<file path="src/rtl/cia_serial_port.sv">
// CIA serial data register controller: 8-bit shift transfers on SP/CNT,
// clocked by Timer A underflows in output mode and by external CNT rises in input mode.
module cia_serial_port (
    input  logic       clk,
    input  logic       reset,
    input  logic       clk7_en,
    input  logic       wr,
    input  logic       sdr,
    input  logic [7:0] data_in,
    output logic [7:0] data_out,
    input  logic       spmode,
    input  logic       tmra_ovf,
    input  logic       sp_in,
    input  logic       cnt_in,
    output logic       sp_out,
    output logic       cnt_out,
    output logic       irq
);

    localparam int unsigned DATA_W = 8;
    localparam int unsigned CNT_W  = 4;

    typedef enum logic {
        IDLE  = 1'b0,
        SHIFT = 1'b1
    } state_t;

    state_t              state;
    logic [DATA_W-1:0]   sdr_reg;
    logic [DATA_W-1:0]   shift;
    logic [CNT_W-1:0]    bitcnt;
    logic                pending;
    logic                phase;
    logic                cnt_d;
    logic                mode_d;

    logic                cnt_rise;
    logic                mode_chg;
    logic                cpu_wr;

    assign cnt_rise = cnt_in & ~cnt_d;
    assign mode_chg = spmode != mode_d;
    assign cpu_wr   = sdr & wr;

    // CNT pin level is the output-mode phase register itself.
    assign cnt_out  = phase;

    // Reads are side-effect free and only drive the bus when selected.
    assign data_out = (sdr & ~wr) ? sdr_reg : DATA_W'(0);

    // Whole controller advances on clk7_en; mode change outranks any shift event.
    always_ff @(posedge clk) begin
        if (clk7_en) begin
            if (reset) begin
                state   <= IDLE;
                sdr_reg <= DATA_W'(0);
                shift   <= DATA_W'(0);
                bitcnt  <= CNT_W'(0);
                pending <= 1'b0;
                phase   <= 1'b1;
                sp_out  <= 1'b1;
                irq     <= 1'b0;
                cnt_d   <= 1'b1;
                mode_d  <= 1'b0;
            end else begin
                irq    <= 1'b0;
                cnt_d  <= cnt_in;
                mode_d <= spmode;

                if (mode_chg) begin
                    state   <= IDLE;
                    bitcnt  <= CNT_W'(0);
                    pending <= 1'b0;
                    phase   <= 1'b1;
                    if (!spmode) begin
                        sp_out <= 1'b1;
                    end
                    if (cpu_wr) begin
                        sdr_reg <= data_in;
                    end
                end else if (spmode) begin
                    if (cpu_wr) begin
                        sdr_reg <= data_in;
                    end

                    case (state)
                        IDLE: begin
                            if (pending) begin
                                shift   <= sdr_reg;
                                bitcnt  <= CNT_W'(8);
                                pending <= 1'b0;
                                state   <= SHIFT;
                            end
                        end
                        SHIFT: begin
                            if (tmra_ovf) begin
                                if (phase) begin
                                    // Falling CNT: present next bit, MSB first.
                                    phase  <= 1'b0;
                                    sp_out <= shift[DATA_W-1];
                                    shift  <= {shift[DATA_W-2:0], 1'b0};
                                end else begin
                                    // Rising CNT: receiver samples, bit is complete.
                                    phase  <= 1'b1;
                                    bitcnt <= CNT_W'(bitcnt - CNT_W'(1));
                                    if (bitcnt == CNT_W'(1)) begin
                                        irq <= 1'b1;
                                        if (pending) begin
                                            shift   <= sdr_reg;
                                            bitcnt  <= CNT_W'(8);
                                            pending <= 1'b0;
                                        end else begin
                                            state <= IDLE;
                                        end
                                    end
                                end
                            end
                        end
                        default: state <= IDLE;
                    endcase

                    // A write always claims the buffer, even on a completion cycle.
                    if (cpu_wr) begin
                        pending <= 1'b1;
                    end
                end else begin
                    phase  <= 1'b1;
                    sp_out <= 1'b1;
                    if (cpu_wr) begin
                        sdr_reg <= data_in;
                    end
                    if (cnt_rise) begin
                        shift <= {shift[DATA_W-2:0], sp_in};
                        if (bitcnt == CNT_W'(7)) begin
                            sdr_reg <= {shift[DATA_W-2:0], sp_in};
                            bitcnt  <= CNT_W'(0);
                            irq     <= 1'b1;
                        end else begin
                            bitcnt <= CNT_W'(bitcnt + CNT_W'(1));
                        end
                    end
                end
            end
        end
    end

endmodule

</file>
<file path="config.mk">
export PLATFORM = sky130hd
export DESIGN_NAME = cia_serial_port
export DESIGN_NICKNAME = d
export VERILOG_FILES = /design/src/rtl/cia_serial_port.sv
export SDC_FILE = /design/constraint.sdc
export NUM_CORES = 1
export LEC_CHECK = 0
export CAP_MARGIN = 0
export CORE_MARGIN = 2
export CORE_UTILIZATION = 53
export CTS_CLUSTER_SIZE = 16
export DETAILED_ROUTE_END_ITERATION = 10
export GPL_TIMING_DRIVEN = 1
export PLACE_DENSITY = 0.89
export SETUP_SLACK_MARGIN = 0.2
export SYNTH_ARGS = -nofsm -noshare
export SYNTH_HDL_FRONTEND = slang
export SYNTH_SLANG_ARGS = --single-unit
</file>
<file path="constraint.sdc">
create_clock -name clk -period 2.3 [get_ports clk]
set_input_delay 0.69 -clock clk [delete_from_list [all_inputs] [get_ports clk]]
set_output_delay 0.69 -clock clk [all_outputs]
set_load 0.02 [all_outputs]
</file>
==> out/results.txt <==
status -> finished clean
# diodes -> 0
register area -> 810.8 µm²
min cycle time layout -> 2.032 ns
1st-iter DRT viols -> 63
Synth cell types -> 40
Post-route DRC -> 0
hold crit path type -> flip-flop to flip-flop
footprint of the multi-input gates -> 840.8 µm²
Achievable Freq -> 492.2 MHz
Total GRT Usage -> 0.2342
syn_area_per_cell -> 10.28 µm²
ys flop type -> edfxtp_1
Syn Inst Count -> 166
vias in the first global route -> 1453
# H-tree levels -> 1
layout cells sized above 1 -> 0.2228
initial core utilization -> 0.5590
number of I/O port buffers -> 27
final wirelength -> 3870 µm
final hold violations -> 0
Die W -> 60.75 µm
Yosys reg bits -> 27
FP Rows -> 20
clock buffer depth -> 2
HPWL Detailed -> 2840 µm
hold_buf cts -> 0
crit start category -> primary input
Max FO, Critical Path -> 4
FFs w/ async S/R, synth -> 0
clock root cell -> clkbuf_4
sequential share of the synthesized area -> 0.4751
Num CTS Buffers -> 3
largest net degree at the start of global routing -> 18
ratio of final minimum period to clock period -> 0.8833
Max IR drop VDD -> 229.4 µV
vias per cell -> 5.821
Post-DP Area -> 2078 µm²
WP data arrival -> 1.34 ns
synthesized cell area -> 1707 µm²
total number of vias -> 1432
filler instances -> 247
Util after Layout -> 0.7016
max-slew violations -> 0
first-pass GRT wire length -> 6451 µm
GRT Residual Overflow -> 0
Layout area overhead -> 25.51%
MaxCap Viol Count -> 0
unrepaired setup endpoints after global routing -> false
number of enable flip-flop cells after synthesis -> 27
crit path kind -> primary input to output port
clock skew -> 0.003037 ns
Syn Nets -> 186
Die Height -> 60.75 µm
clock latency on the worst-skew pair -> 0.31 ns
Total Nets Final -> 223
routability cong. -> 0.8144
pwr dens -> 494.7 nW/µm²
worst relative slew slack -> 0.6590
initial antenna violation count -> 0
TritonCTS clock tree -> built
Req. time, crit path -> 1.61 ns
clk sink count -> 27
crit path capture type -> output port
leakage -> 0.8223 nW
# IOs -> 28
warnings from Yosys -> 0
worst slew pin tran -> 0.5115 ns
clk slew on worst S/H paths -> 0.14 ns
drt wl/cell -> 15.73 µm
Routed Antenna Nets -> 0
die area -> 3690 µm²
Final setup viols -> 0
DR pass1 iterations -> 4
core area -> 3053 µm²
Final Cell Area -> 2142 µm²
-- worst paths after layout --
check | startpoint | end | slack [ns] | cells past startpoint
max | sdr | data_out[6] | 0.27 | 5
min | shift[7] | sp_out | 0.57 | 1
max reg2reg | bitcnt[0] | shift[0] | 0.38 | 6
min reg2reg | shift[7] | sp_out | 0.57 | 1
-- metrics by stage --
step           TNS [ns]  power, mW  worst slack, ns  hold WS, ns  instances
3_3_place_gp     -4.429     0.8438          -0.5554       0.5346        239
4_1_cts               0      1.058           0.1819       0.5739        246
6_report              0      1.060           0.2684       0.5658        246
5_1_grt               0      1.106           0.2046       0.5901        246
3_5_place_dp     -5.154     0.8582          -0.6292       0.5357        239
2_1_floorplan         0     0.7578           0.2824       0.5094        166
-- area by class of cell --
| class | count | share of cell area |
|---|---|---|
| Tap cell | 44 | 0.02570 |
| Sequential cell | 27 | 0.3785 |
| Inverter | 3 | 0.005257 |
| Clock buffer | 4 | 0.01227 |
| Multi-Input combinational cell | 125 | 0.3925 |
| Timing Repair Buffer | 43 | 0.1857 |
-- cell usage after synthesis, types with 2 or more instances --
| cell | n | share of area |
|---|---|---|
| edfxtp_1 | 27 | 0.48 |
| nor2_1 | 22 | 0.048 |
| nand2_1 | 13 | 0.029 |
| nand3_1 | 12 | 0.035 |
| and2_1 | 10 | 0.037 |
| a211oi_1 | 8 | 0.035 |
| a311oi_1 | 8 | 0.041 |
| mux2i_1 | 7 | 0.041 |
| a21oi_1 | 5 | 0.015 |
| buf_2 | 5 | 0.015 |
| nor2b_1 | 4 | 0.015 |
| clkbuf_1 | 3 | 0.0066 |
| ha_1 | 3 | 0.022 |
| inv_1 | 3 | 0.0066 |
| mux2_2 | 3 | 0.020 |
| a21boi_0 | 2 | 0.0088 |
| and2b_1 | 2 | 0.0088 |
| buf_6 | 2 | 0.013 |
| nand4_1 | 2 | 0.0073 |
| nor3_1 | 2 | 0.0059 |
| or2_2 | 2 | 0.0073 |
| or3_1 | 2 | 0.0073 |
| xnor2_1 | 2 | 0.010 |
-- layer usage --
metal | track usage | share of wire | up-vias
met5 | 0 | 0 | -
met4 | 0.07453 | 0.0067 | 0
met3 | 0.04264 | 0.051 | 4
met2 | 0.4117 | 0.51 | 48
met1 | 0.2916 | 0.43 | 688
li1 | - | - | 692
-- critical path, cell delays in order --
cell and delay (ns):
buf_2 0.10, nor2b_4 0.18, buf_6 0.13, and2_4 0.14
buf_6 0.11
-- logic make-up after synthesis --
logic type | synth area share
mux | 0.06085
buf+inv | 0.04545
xor+xnor | 0.01540
fa+ha+maj | 0.02200
compound gates | 0.1364
flops | 0.4751
simple gates | 0.2449
-- placed cells by master, fill, tap and decap left out, types with 2 or more instances in the layout --
| master | netlist | final |
|---|---|---|
| a21oi_1 | 5 | 5 |
| mux2i_1 | 7 | 7 |
| buf_4 | 1 | 13 |
| clkbuf_4 | 0 | 3 |
| xnor2_1 | 2 | 2 |
| a311oi_1 | 8 | 8 |
| ha_1 | 3 | 3 |
| nor2b_1 | 4 | 3 |
| or3_1 | 2 | 2 |
| nor2_1 | 22 | 22 |
| and2_4 | 0 | 6 |
| nand2_1 | 13 | 13 |
| nand4_1 | 2 | 2 |
| or2_2 | 2 | 2 |
| nor3_1 | 2 | 2 |
| buf_6 | 2 | 8 |
| a21boi_0 | 2 | 2 |
| clkdlybuf4s50_1 | 0 | 17 |
| edfxtp_1 | 27 | 27 |
| a211oi_1 | 8 | 8 |
| and2b_1 | 2 | 2 |
| mux2_2 | 3 | 3 |
| buf_2 | 5 | 4 |
| and2_1 | 10 | 4 |
| inv_1 | 3 | 3 |
| nand3_1 | 12 | 12 |
-- report_power, final --
part	switching [mW]	total, mW	leakage [nW]	internal (mW)
sequential	0.0396	0.624	0.267	0.585
clock	0.133	0.201	0.0150	0.0677
combinational	0.110	0.235	0.541	0.125
-- repair_timing --
action                                  CTS  global route
gates resized for setup                  57             4
setup buffers                             3             0
endpoints found under the setup margin    9             6
Note: power is estimated with default switching activity, not from simulation.
